--- src/rtl/count_uart_tx.sv ---
// Serialises every change of a 4-bit counter value as one ASCII hex character
// (optionally followed by CR LF) on an 8N1, LSB-first, idle-high UART line.
module count_uart_tx #(
  parameter int unsigned BAUD_DIV  = 104,
  parameter bit          SEND_CRLF = 1'b1
) (
  input  logic       clk,
  input  logic       rstn,
  input  logic [3:0] data,
  output logic       tx,
  output logic       busy,
  output logic       sent
);

  localparam int unsigned CW = $clog2(BAUD_DIV);
  localparam logic [CW-1:0] BAUD_LAST = CW'(BAUD_DIV - 1);

  typedef enum logic [1:0] {IDLE, START, DATA, STOP} state_t;

  state_t        state, state_nxt;
  logic [CW-1:0] baud_cnt;
  logic [2:0]    bit_cnt;
  logic [1:0]    char_idx;
  logic [7:0]    shreg;
  logic [3:0]    s1, s2, last, pend_val;
  logic          pend;
  logic          baud_done, more, change;
  logic          tx_nxt, busy_nxt, sent_nxt;

  function automatic logic [7:0] hex_ascii(input logic [3:0] v);
    return (v <= 4'd9) ? 8'h30 + {4'h0, v} : 8'h37 + {4'h0, v};
  endfunction

  assign baud_done = (baud_cnt == BAUD_LAST);
  assign more      = SEND_CRLF && (char_idx < 2'd2);
  assign change    = (s2 != last);

  always_ff @(posedge clk or negedge rstn) begin
    if (!rstn) state <= IDLE;
    else       state <= state_nxt;
  end

  always_comb begin
    state_nxt = state;
    case (state)
      IDLE:    if (pend) state_nxt = START;
      START:   if (baud_done) state_nxt = DATA;
      DATA:    if (baud_done && bit_cnt == 3'd7) state_nxt = STOP;
      STOP:    if (baud_done) state_nxt = more ? START : IDLE;
      default: state_nxt = IDLE;
    endcase
  end

  // Next value of the registered line outputs, so tx changes only on clock edges
  always_comb begin
    tx_nxt   = tx;
    busy_nxt = busy;
    sent_nxt = 1'b0;
    case (state)
      IDLE: if (pend) begin
        tx_nxt   = 1'b0;
        busy_nxt = 1'b1;
      end
      START: if (baud_done) tx_nxt = shreg[0];
      DATA:  if (baud_done) tx_nxt = (bit_cnt == 3'd7) ? 1'b1 : shreg[1];
      STOP: if (baud_done) begin
        if (more) begin
          tx_nxt = 1'b0;
        end else begin
          tx_nxt   = 1'b1;
          busy_nxt = 1'b0;
          sent_nxt = 1'b1;
        end
      end
      default: tx_nxt = 1'b1;
    endcase
  end

  always_ff @(posedge clk or negedge rstn) begin
    if (!rstn) begin
      tx       <= 1'b1;
      busy     <= 1'b0;
      sent     <= 1'b0;
      baud_cnt <= '0;
      bit_cnt  <= '0;
      char_idx <= '0;
      shreg    <= '0;
      s1       <= '0;
      s2       <= '0;
      last     <= '0;
      pend_val <= '0;
      pend     <= 1'b0;
    end else begin
      s1   <= data;
      s2   <= s1;
      tx   <= tx_nxt;
      busy <= busy_nxt;
      sent <= sent_nxt;
      if (state == IDLE || state_nxt != state || baud_done) baud_cnt <= '0;
      else                                                   baud_cnt <= baud_cnt + CW'(1);
      case (state)
        IDLE: if (pend) begin
          shreg    <= hex_ascii(pend_val);
          pend     <= 1'b0;
          char_idx <= 2'd0;
        end
        START: bit_cnt <= 3'd0;
        DATA: if (baud_done) begin
          shreg   <= {1'b0, shreg[7:1]};
          bit_cnt <= bit_cnt + 3'd1;
        end
        STOP: if (baud_done && more) begin
          char_idx <= char_idx + 2'd1;
          shreg    <= (char_idx == 2'd0) ? 8'h0D : 8'h0A;
        end
        default: ;
      endcase
      // A fresh change wins over the IDLE load so the newest value is never lost
      if (change) begin
        last     <= s2;
        pend_val <= s2;
        pend     <= 1'b1;
      end
    end
  end

endmodule

--- config.mk ---
export PLATFORM = sky130hd
export DESIGN_NAME = count_uart_tx
export DESIGN_NICKNAME = d
export VERILOG_FILES = /design/src/rtl/count_uart_tx.sv
export SDC_FILE = /design/constraint.sdc
export NUM_CORES = 1
export LEC_CHECK = 0
export CAP_MARGIN = 20
export CORE_MARGIN = 8
export CORE_UTILIZATION = 37
export DETAILED_ROUTE_END_ITERATION = 7
export HOLD_SLACK_MARGIN = 0.06
export PLACE_DENSITY = 0.55
export SLEW_MARGIN = 15
export SYNTH_ARGS = -nofsm -noshare
export SYNTH_HDL_FRONTEND = slang
export SYNTH_SLANG_ARGS = --single-unit
--- constraint.sdc ---
create_clock -name clk -period 4.1 [get_ports clk]
set_input_delay 0.41 -clock clk [delete_from_list [all_inputs] [get_ports clk]]
set_output_delay 0.41 -clock clk [all_outputs]
set_load 0.02 [all_outputs]
==> impl_metrics.csv, run 1 <==
group,metric,value,unit
sta,finalCriticalPeriod,2280,ps
power_and_ir_drop,p_per_area,556,nW/µm²
power_and_ir_drop,peakVddDrop,311,µV
power_and_ir_drop,p_seq_share,47.5,%
power_and_ir_drop,p_leak,0.866,nW
cells_and_area,fillCellCount,462,
detailed_routing,viasPerCell,5.26,
cts,cts_buffer_depth,2,
synth,yosys_warnings,0,
cts,htree_levels,2,
cells_and_area,seq_area,927,µm²
detailed_routing,drt-total-wl,3070,µm
placed_design,dpl.hpwl,2190,µm
sta,slew-limit-headroom,30.6,%
synth,ys_top_cells_by_area,"dfrtp_1, ha_1, xnor2_1",
cts,numCtsBuffers,5,
synth,yosysSeqAreaShare,52.1,%
synth,synth_ff_type,"dfrtp_1",
sta,fmax,438,MHz
synth,synth_edf_count,0,
critical_path,crit_type,"flip-flop to flip-flop",
synth,synth_most_common_cell,"dfrtp_1",
synth,synth_common_cells,"dfrtp_1, nor2_1, inv_1, nand2_1",
floorplan,num_rows,25,
sta,tightest_slew,1040,ps
floorplan,fp.dieH,85.3,µm
critical_path,required,4270,ps
cells_and_area,syn_to_final_growth,12.8,%
grt,grt_pass1_wl,5410,µm
sta,finalSetupTns,0,ps
cts,cts_sinks,37,
synth,async_flop_share,100,%
power_and_ir_drop,p_total,1.12,mW
sta,period_share,55.7,%
cells_and_area,drive_gt1_share,11.6,%
cts,worstSkewPairLatency,280,ps
synth,synth_largest_area_cell,"dfrtp_1",
detailed_routing,route.detailed.drc,0,
synth,synth_top_cell_area_share,50.7,%
sta,slew_violations,0,
detailed_routing,antenna_left,0,
power_and_ir_drop,swShare,28.9,%
sta,rsz0062_at_grt,"false",
synth,synth-seq-cells,37,
status,status,"completed",
hold_path,hp-class,"flip-flop to flip-flop",
detailed_routing,drt_iter0_markers,93,
cts,ctsHoldBuffers,0,
cts,cts-root-buf,"clkbuf_8",
cts,clk_pin_slew,80,ps
sta,finalHoldViolCount,0,
grt,grt_max_degree,38,
synth,syn_inst,169,
power_and_ir_drop,pwr-share-comb,19.2,%
cells_and_area,layout.nets,184,
synth,syn_area_per_cell,10.5,µm²
synth,synth_area,1780,µm²
critical_path,cp_data_arrival_time,2450,ps
detailed_routing,wl_per_cell,13.5,µm
power_and_ir_drop,p_sw,0.322,mW
cts,post_cts_buffers,0,
floorplan,io_pins,9,
grt,gr-total-overflow,0,
flow_run,maxCapViolations,0,
sta,setup_viol,0,
synth,syn_nets,181,
floorplan,die_area,7280,µm²
grt,antenna_found_initial,0,
floorplan,start_util,37.9,%
floorplan,coreArea,4690,µm²
grt,grt_use_total,9.31,%
grt,grt_pass1_vias,1180,
cts,cts_resized,0,
power_and_ir_drop,clkPwrFrac,33.3,%
cells_and_area,n_antenna_cell,0,
placed_design,place.gp.congestion,0.766,
critical_path,cp_max_fo,35,
power_and_ir_drop,p_int,0.794,mW
placed_design,port_buffers,8,
critical_path,startpoint_type,"flip-flop",
synth,ys_types,41,
sta,clock_skew,4.58,ps
detailed_routing,vias,1195,
critical_path,end_kind,"flip-flop",
cts,cts_tree,"built",
floorplan,fp.dieW,85.3,µm
detailed_routing,drtPass1Iterations,4,
cells_and_area,multi_input_area,744,µm²
registers in the layout, summed over array words and instances (netlist names):
name	cells
tx	1
state	2
s1	4
pend	1
char_idx	2
pend_val	4
sent	1
baud_cnt	7
s2	4
bit_cnt	3
shreg	7
busy	1
worst max-delay path: stages (launching register included):
cell and delay [ps]:
dfrtp_1 1040, nor3b_2 160, a31oi_2 570, mux2_2 400
area by class of cell:
type / instances / share of cell area (%)
inverters: 12 / 2.25
clock inverters: 3 / 3.24
clock buffers: 5 / 3.43
flip-flops and latches: 37 / 46.2
repair buffers: 9 / 4.37
well taps: 54 / 3.37
multi-input cells: 107 / 37.1
final timing paths:
check	slack, ps	start	cells past startpoint	to
min reg2reg	350	s1[2]$_DFF_PN0_	0	s2[2]$_DFF_PN0_
min in group asynchronous	540	rstn	2	shreg[0]$_DFFE_PN0P_
max reg2reg	1820	state[1]$_DFF_PN0_	3	shreg[3]$_DFFE_PN0P_
min	350	s1[2]$_DFF_PN0_	0	s2[2]$_DFF_PN0_
max in group asynchronous	3220	rstn	2	tx$_DFFE_PN1P_
max	1820	state[1]$_DFF_PN0_	3	shreg[3]$_DFFE_PN0P_
power groups by stage:
stage	clock (mW)	combinational [mW]	sequential (mW)
floorplan	0	0.199	0.500
global placement	0	0.212	0.533
detailed placement	0	0.219	0.535
CTS	0.379	0.220	0.529
global route	0.393	0.251	0.543
finish	0.371	0.214	0.530
through the flow:
stage / utilization [%] / setup WS (ps) / hold slack (ps) / std cells / instance area, µm²
finish: 42.7 / 1820 / 350 / 227 / 2010
CTS: 42.7 / 1830 / 352 / 227 / 2010
detailed placement: 39.9 / 1830 / 335 / 219 / 1870
floorplan: - / 2520 / 114 / 169 / 1780
global placement: 39.9 / 1910 / 332 / 219 / 1870
global route: 42.7 / 1640 / 361 / 227 / 2010
kinds of logic (layout without fill, tap and decap cells):
| group | after synthesis | after routing | share of synthesized area (%) |
|---|---|---|---|
| compound gates | 45 | 45 | 17.7 |
| simple gates | 41 | 41 | 11.9 |
| flops | 37 | 37 | 52.1 |
| buf+inv | 25 | 29 | 5.98 |
| xor+xnor | 9 | 9 | 4.43 |
| fa+ha+maj | 6 | 6 | 4.22 |
| mux | 6 | 6 | 3.59 |
cell usage in the layout, fill, tap and decap left out, types with 2 or more instances in the layout:
cell type / Yosys / layout
o21ai_0: 8 / 8
nor2_1: 13 / 13
nand3_1: 4 / 4
mux2_2: 3 / 3
xor2_1: 3 / 3
a31oi_1: 2 / 2
o31ai_2: 3 / 3
inv_1: 12 / 12
o22ai_1: 3 / 3
clkdlybuf4s50_1: 0 / 8
a21o_1: 2 / 2
a211oi_1: 5 / 5
o21ai_1: 2 / 2
ha_1: 6 / 6
nand2_1: 12 / 12
and3_1: 2 / 2
a311oi_1: 2 / 2
nand4_1: 4 / 4
bufinv_16: 0 / 2
a21oi_1: 7 / 7
o22a_1: 2 / 2
dfrtp_1: 36 / 36
mux2i_1: 3 / 3
xnor2_1: 6 / 6
clkbuf_8: 0 / 5
metal layers:
layer | global-route usage, % | part of all wire, % | vias to the layer above
met3 | 2.70 | 2.8 | 2
met2 | 14.6 | 45 | 12
met5 | 0 | 0 | -
met4 | 3.34 | 0.69 | 0
li1 | - | - | 592
met1 | 11.9 | 51 | 589
Note: power is estimated with default switching activity, not from simulation.
==> run 2: changes to the inputs <==
==> constraint.sdc (replaced) <==
create_clock -name clk -period 2.4 [get_ports clk]
set_input_delay 0.24 -clock clk [delete_from_list [all_inputs] [get_ports clk]]
set_output_delay 0.24 -clock clk [all_outputs]
set_load 0.02 [all_outputs]
==> impl_metrics.csv, run 2 (synthesis results as in run 1) <==
group,metric,value,unit
status,status,"completed",
cells_and_area,reg.largest.list,"baud_cnt x7, shreg x7",
cells_and_area,n_antenna_cell,0,
cells_and_area,layout.nets,187,
grt,grt_pass1_wl,5310,µm
floorplan,die_area,7280,µm²
detailed_routing,route.detailed.drc,0,
placed_design,pre_cts_ws,666,ps
placed_design,port_buffers,8,
power_and_ir_drop,peakVddDrop,401,µV
cells_and_area,drive_gt1_share,13.1,%
cts,cts_buffer_depth,2,
detailed_routing,drt-total-wl,3060,µm
floorplan,io_pins,9,
power_and_ir_drop,p_leak,0.856,nW
placed_design,place_inst,222,
cells_and_area,final_core_util,42.2,%
grt,grt_use_total,9.25,%
cts,cts-root-buf,"clkbuf_8",
critical_path,crit_type,"flip-flop to flip-flop",
cells_and_area,syn_to_final_growth,11.4,%
flow_run,maxCapViolations,0,
sta,clock_skew,5.17,ps
cts,htree_levels,2,
cells_and_area,mostFrequentLayoutCell,"dfrtp_1",
detailed_routing,antenna_left,0,
sta,setup_ws,655,ps
sta,fmax,573,MHz
cts,numCtsBuffers,5,
critical_path,required,2570,ps
sta,slew-limit-headroom,68.7,%
cts,ctsHoldBuffers,0,
floorplan,fp.dieW,85.3,µm
cells_and_area,layout_common_cells,"dfrtp_1, nor2_1, inv_1, nand2_1",
sta,finalHoldViolCount,0,
sta,setup_viol,0,
cells_and_area,final_cells,230,
power_and_ir_drop,p_per_area,865,nW/µm²
placed_design,place.gp.congestion,0.806,
sta,finalCriticalPeriod,1740,ps
grt,antenna_found_initial,0,
detailed_routing,drtPass1Iterations,4,
sta,slew_violations,0,
cts,cts_resized,0,
detailed_routing,wl_per_cell,13.3,µm
hold_path,hp-class,"flip-flop to flip-flop",
cts,worstSkewPairLatency,290,ps
detailed_routing,drt_iter0_markers,91,
power_and_ir_drop,p_total,1.71,mW
sta,rsz0062_at_grt,"false",
cts,cts_tree,"built",
cts,cts_sinks,37,
floorplan,fp.dieH,85.3,µm
sta,period_share,72.7,%
cts,post_cts_buffers,0,
floorplan,coreArea,4690,µm²
grt,grt_pass1_vias,1172,
sta,tightest_slew,470,ps
placed_design,dpl.hpwl,2170,µm
detailed_routing,viasPerCell,5.28,
sta,finalSetupTns,0,ps
grt,grt_max_degree,38,
critical_path,startpoint_type,"flip-flop",
critical_path,cp_max_fo,7,
critical_path,r2r_setup_slack,660,ps
floorplan,start_util,37.9,%
grt,gr-total-overflow,0,
critical_path,end_kind,"flip-flop",
detailed_routing,vias,1215,
floorplan,num_rows,25,
critical_path,cp_data_arrival_time,1910,ps
cts,clk_pin_slew,80,ps
## run 2: cell types whose count changed in the layout (fill, tap and decap cells not counted)
cell,previous run,this run
bufinv_16,2,0
buf_4,1,4
clkinv_2,1,2
clkinvlp_4,0,1
## run 2: final timing paths
kind | from | endpoint | depth (start not counted)
setup / recovery | baud_cnt[0]$_DFF_PN0_ | shreg[4]$_DFFE_PN0P_ | 6
setup reg to reg | baud_cnt[0]$_DFF_PN0_ | shreg[4]$_DFFE_PN0P_ | 6
max in group asynchronous | rstn | tx$_DFFE_PN1P_ | 2
min in group asynchronous | rstn | busy$_DFFE_PN0P_ | 2
hold reg to reg | s1[2]$_DFF_PN0_ | s2[2]$_DFF_PN0_ | 0
hold / removal | s1[2]$_DFF_PN0_ | s2[2]$_DFF_PN0_ | 0
## run 2: stage by stage
stage	hold slack, ps	cell area, µm²
6_report	349	1980
5_1_grt	355	1980
4_1_cts	354	1980
3_5_place_dp	336	1890
3_3_place_gp	333	1890
2_1_floorplan	-55.6	1780
## run 2: layout make-up
class	count	area (µm²)
multi-input combinational	107	744
clock buffer	5	68.8
sequential	37	927
inverter	12	45.0
timing repair buffer	12	110
tap	54	67.6
fill	451	2710
clock inverter	3	17.5
## run 2: routing by layer
metal | vias up | GRT usage (%) | wire length [µm]
met4 | 0 | 5.57 | 62
met3 | 6 | 3.09 | 125
met2 | 19 | 14.3 | 1420
met5 | - | 0 | 0
li1 | 597 | - | -
met1 | 593 | 10.9 | 1440
## run 2: power by group
part           switching, mW  leakage [nW]  internal (mW)
clock network          0.226        0.0439          0.200
logic                  0.206         0.366          0.196
registers              0.128         0.446          0.756
## run 2: critical path: stages (launching register included)
cell	delay, ps
dfrtp_1	370
ha_1	220
and3_1	300
a31oi_2	210
buf_4	220
a311oi_1	240
a21oi_1	60
==> run 3: changes to the inputs <==
==> constraint.sdc (replaced) <==
create_clock -name clk -period 1.7 [get_ports clk]
set_input_delay 0.17 -clock clk [delete_from_list [all_inputs] [get_ports clk]]
set_output_delay 0.17 -clock clk [all_outputs]
set_load 0.02 [all_outputs]
==> impl_metrics.csv, run 3 (synthesis results as in run 1) <==
group,metric,value,unit
status,status,"completed",
critical_path,crit_type,"flip-flop to flip-flop",
cts,clk_pin_slew,80,ps
critical_path,cp_max_fo,7,
cells_and_area,multi_input_area,748,µm²
critical_path,path_cells,"ha_1, and3_1, a31oi_2, mux2_2",
sta,slew-limit-headroom,68.7,%
floorplan,fp.dieW,85.3,µm
cells_and_area,final_cells,236,
cells_and_area,design_area,2080,µm²
cts,numCtsBuffers,5,
placed_design,port_buffers,8,
placed_design,dpl.hpwl,2260,µm
cts,cts_buffer_depth,2,
placed_design,place.gp.congestion,0.882,
grt,grt_pass1_wl,5750,µm
placed_design,place_area,1940,µm²
sta,setup_viol,0,
grt,gr-total-overflow,0,
cells_and_area,mostFrequentLayoutCell,"dfrtp_1",
cells_and_area,fillCellCount,445,
sta,holdWs,295,ps
flow_run,maxCapViolations,0,
critical_path,required,1890,ps
detailed_routing,antenna_left,0,
floorplan,start_util,37.9,%
critical_path,startpoint_type,"flip-flop",
detailed_routing,route.detailed.drc,0,
critical_path,cp_data_arrival_time,1800,ps
sta,fmax,619,MHz
sta,period_share,95.0,%
placed_design,place_inst,228,
cells_and_area,reg.largest.list,"baud_cnt x7, shreg x7",
floorplan,io_pins,9,
sta,finalHoldViolCount,0,
floorplan,fp.dieH,85.3,µm
hold_path,hp-class,"input port to asynchronous set/reset pin",
grt,antenna_found_initial,0,
detailed_routing,vias,1247,
power_and_ir_drop,p_per_area,1340,nW/µm²
sta,tightest_slew,470,ps
critical_path,r2r_setup_slack,90,ps
floorplan,die_area,7280,µm²
cts,cts_tree,"built",
sta,setup_ws,85.1,ps
detailed_routing,drt_iter0_markers,66,
sta,clock_skew,9.98,ps
power_and_ir_drop,peakVddDrop,882,µV
cells_and_area,drive_gt1_share,16.5,%
grt,grt_max_degree,38,
cells_and_area,syn_to_final_growth,17.0,%
sta,rsz0062_at_grt,"false",
cts,cts_sinks,37,
floorplan,coreArea,4690,µm²
cells_and_area,seq_area,927,µm²
grt,grt_use_total,9.86,%
cells_and_area,n_antenna_cell,0,
critical_path,slowest_stage,"dfrtp_1",
power_and_ir_drop,p_leak,0.909,nW
detailed_routing,drt-total-wl,3240,µm
sta,slew_violations,0,
cts,htree_levels,2,
grt,grt_pass1_vias,1285,
sta,finalCriticalPeriod,1610,ps
floorplan,num_rows,25,
cts,cts-root-buf,"clkbuf_8",
cts,worstSkewPairLatency,290,ps
sta,finalSetupTns,0,ps
cells_and_area,final_core_util,44.3,%
critical_path,slowest_delay,400,ps
placed_design,pre_cts_ws,87.9,ps
cts,post_cts_buffers,0,
detailed_routing,drtPass1Iterations,4,
power_and_ir_drop,p_total,2.79,mW
detailed_routing,wl_per_cell,13.7,µm
critical_path,end_kind,"flip-flop",
cells_and_area,layout_common_cells,"dfrtp_1, nor2_1, inv_1, nand2_1, buf_4",
cells_and_area,layout.nets,193,
detailed_routing,viasPerCell,5.28,
run 3: cell count changes in the layout (fill, tap and decap cells not counted):
cell,change
buf_4,+6
bufinv_16,+2
clkinv_2,-2
clkinvlp_4,-1
inv_6,+1
o21ai_0,-1
o21ai_1,+1
o21bai_1,-1
o21bai_2,+1
run 3: what timing repair did:
action	CTS	global route
endpoints found under the hold margin	0	0
hold buffers	0	0
gates resized for setup	0	2
endpoints found under the setup margin	0	6
run 3: per-layer routing:
metal | global-route usage, % | up-vias | share of wire (%)
li1 | - | 612 | -
met1 | 12.2 | 608 | 49
met2 | 14.8 | 22 | 45
met3 | 3.76 | 5 | 3.9
met4 | 4.46 | 0 | 1.3
met5 | 0 | - | 0
run 3: report_power, final:
group          total (mW)  leakage [nW]  switching [mW]  internal, mW
combinational       0.644         0.394           0.326         0.318
sequential           1.21         0.446           0.145          1.07
clock               0.935        0.0687           0.344         0.591
run 3: cell type report:
cell class	count	area share, %
clock buffers	5	3.31
clock inverters	3	3.31
inverters	12	2.16
multi-input cells	107	36.0
flip-flops and latches	37	44.6
well taps	54	3.25
repair buffers	18	7.46
run 3: worst max-delay path: cells and delay by family (launching register included):
family | cells | cell delay (ps)
flip-flops | 1 | 400
multiplexers | 1 | 380
AO/OA/AOI/OAI | 1 | 320
adder cells (fa/ha/maj) | 1 | 210
AND/OR/NAND/NOR | 1 | 190
run 3: worst paths after layout:
check | from | endpoint | cells after the start
max | baud_cnt[0]$_DFF_PN0_ | shreg[3]$_DFFE_PN0P_ | 4
min | rstn | char_idx[1]$_DFFE_PN0P_ | 2
max reg2reg | baud_cnt[0]$_DFF_PN0_ | shreg[3]$_DFFE_PN0P_ | 4
min reg2reg | s1[2]$_DFF_PN0_ | s2[2]$_DFF_PN0_ | 0
max in group asynchronous | rstn | tx$_DFFE_PN1P_ | 2
min in group clk | data[1] | s1[1]$_DFF_PN0_ | 1
==> variant: new RTL, config.mk and constraints of run 1 <==
The output `sent` loses its register stage (`sent` becomes a continuous assignment).
--- a/src/rtl/count_uart_tx.sv
+++ b/src/rtl/count_uart_tx.sv
@@ -81,5 +81,4 @@
       tx       <= 1'b1;
       busy     <= 1'b0;
-      sent     <= 1'b0;
       baud_cnt <= '0;
       bit_cnt  <= '0;
@@ -96,5 +95,4 @@
       tx   <= tx_nxt;
       busy <= busy_nxt;
-      sent <= sent_nxt;
       if (state == IDLE || state_nxt != state || baud_done) baud_cnt <= '0;
       else                                                   baud_cnt <= baud_cnt + CW'(1);
@@ -125,4 +123,6 @@
   end
 
+  assign sent = sent_nxt;
+
 endmodule
 
Check against the original RTL: same outputs for any inputs over 10 cycles, from zero or initial values and one cycle with rstn low; that may be too few to reach the edited logic, so the function may still have changed.
==> variant against run 1 <==
Area after synthesis down 1.4%; sequential cell count is 1 lower; cell area fell by 3.2%; setup slack lost 0.36 ns; combinational power grew 8%; fmax is 14% lower; wire length down 1.1%; total power down 12%; clock skew grew 0.0019 ns; critical path type is now reg2out; largest cell class unchanged.
==> variant: results (changes against run 1) <==
gp weighted congestion: 0.7713 (was 0.7658)
top post-synthesis cells by area: dfrtp_1, ha_1, xnor2_1 (unchanged)
detailed placement HPWL: 2096 um (was 2187 um)
routed len/inst: 13.35 um (was 13.50 um)
number of global-route vias before repair: 1154 (was 1180)
CTS Root Buffer Type: clkbuf_8 (unchanged)
Filler cells: 444 (was 462)
CTS Buf Count: 5 (unchanged)
Initial DRC Count: 69 (was 93)
Post-Synthesis Cells: 168 (was 169)
asr flop ratio synth: 100.0% (unchanged)
Largest stage delay, worst path: 0.60 ns (was 1.04 ns)
Post-Place Worst Slack: 1.769 ns (was 1.833 ns)
dpl cells: 219 (unchanged)
met1 Use GR: 11.36% (was 11.89%)
post-cts resize count: 0 (unchanged)
Seq/Total Area, Yosys: 51.46% (was 52.15%)
area added between synthesis and finish: 10.78% (was 12.81%)
Largest regs: baud_cnt: 7 flops, shreg: 7 flops (unchanged)
GRT Util Overall: 9.449% (was 9.312%)
Worst VDD drop: 0.0002420 V (was 0.0003115 V)
clk slew on worst S/H paths: 0.07 ns
met3 wire len: 108 um (was 87 um)
fraction of layout cells with a size suffix above 1: 12.14% (was 11.56%)
status: complete, no violations (unchanged)
CP max FO: 6 (was 35)
Top FF cell, synth: dfrtp_1 (unchanged)
CTS Buffer Depth: 2 (unchanged)
initial antenna violation count: 0 (unchanged)
cell at the slowest stage of the critical path: clkdlybuf4s50_1 (was dfrtp_1)
first-pass GRT wire length: 5388 um (was 5409 um)
crit path DAT: 2.23 ns (was 2.45 ns)
vias per cell: 5.189 (was 5.264)
Nets: 184 (unchanged)
Met1 Routed Length: 1531 um (was 1562 um)
Final Non-Filler Cells: 227 (unchanged)
clk_lat worst skew: 0.29 ns
Cell Area, Placed: 1854 um2 (was 1872 um2)
Post-Route Skew: 0.006451 ns (was 0.004578 ns)
Psw: 317.8 uW (was 321.9 uW)
most common cell after layout, fill and taps aside: dfrtp_1 (unchanged)
GR met3 Demand/Resource: 3.378% (was 2.703%)
met2 Use GR: 14.53% (was 14.56%)
Static Leakage: 0.8377 nW (was 0.8665 nW)
synth warn: 0 (unchanged)
Slew headroom: 51.24% (was 30.62%)
met2 routed WL: 1342 um (was 1394 um)
Commonest cells post-synth: dfrtp_1, nor2_1, inv_1, nand2_1 (unchanged)
ant diodes: 0 (unchanged)
# H-tree levels: 2 (unchanged)
Post-CTS Setup Bufs: 0 (unchanged)
DRT Pass-1 Iters: 3 (was 4)
delay-heaviest family, CP: buffers and inverters (was flip-flops)
largest net degree at the start of global routing: 37 (was 38)
Cell variety after synth: 41 (unchanged)
[variant: cell count changes after synthesis, sizes merged]
| cell | before | now |
|---|---|---|
| dfrtp | 36 | 35 |
[variant: final timing paths]
| path | slack (ns) | from | cells past startpoint | to |
|---|---|---|---|---|
| max in group asynchronous | 3.22 | rstn | 2 | tx |
| min reg2reg | 0.35 | s1[3] | 0 | s2[3] |
| min | 0.35 | s1[3] | 0 | s2[3] |
| min in group asynchronous | 0.53 | rstn | 2 | char_idx[0] |
| max | 1.46 | baud_cnt[0] | 6 | sent |
| max reg2reg | 1.92 | state[0] | 3 | shreg[3] |
[variant: final cells by class]
| type | count | share of cell area [%] |
|---|---|---|
| repair buffers | 10 | 4.897 |
| well taps | 54 | 3.479 |
| inverters | 12 | 2.320 |
| clock buffers | 5 | 3.544 |
| flip-flops and latches | 36 | 46.46 |
| clock inverters | 3 | 0.9665 |
| multi-input cells | 107 | 38.34 |
[variant: power by group through the flow]
stage          registers, mW  logic (mW)  clock network, mW
2_1_floorplan          0.490       0.199                  0
3_3_place_gp           0.509       0.224                  0
3_5_place_dp           0.512       0.234                  0
4_1_cts                0.506       0.237              0.256
5_1_grt                0.516       0.266              0.272
6_report               0.506       0.231              0.244
[variant: cell families (layout without fill, tap and decap cells)]
group                    after synthesis  in the layout  synth area share (%)
flip-flops                            36             36                 51.46
buffers and inverters                 25             30                 6.067
AO/OA/AOI/OAI                         45             45                 17.99
adder cells (fa/ha/maj)                6              6                 4.283
AND/OR/NAND/NOR                       41             41                 12.06
multiplexers                           6              6                 3.640
XOR/XNOR                               9              9                 4.497
[variant: worst register-to-register path, stage by stage (launching register included)]
cell and delay [ns]:
dfrtp_1 0.82, a21boi_1 0.21, a31oi_2 0.64, mux2_2 0.41
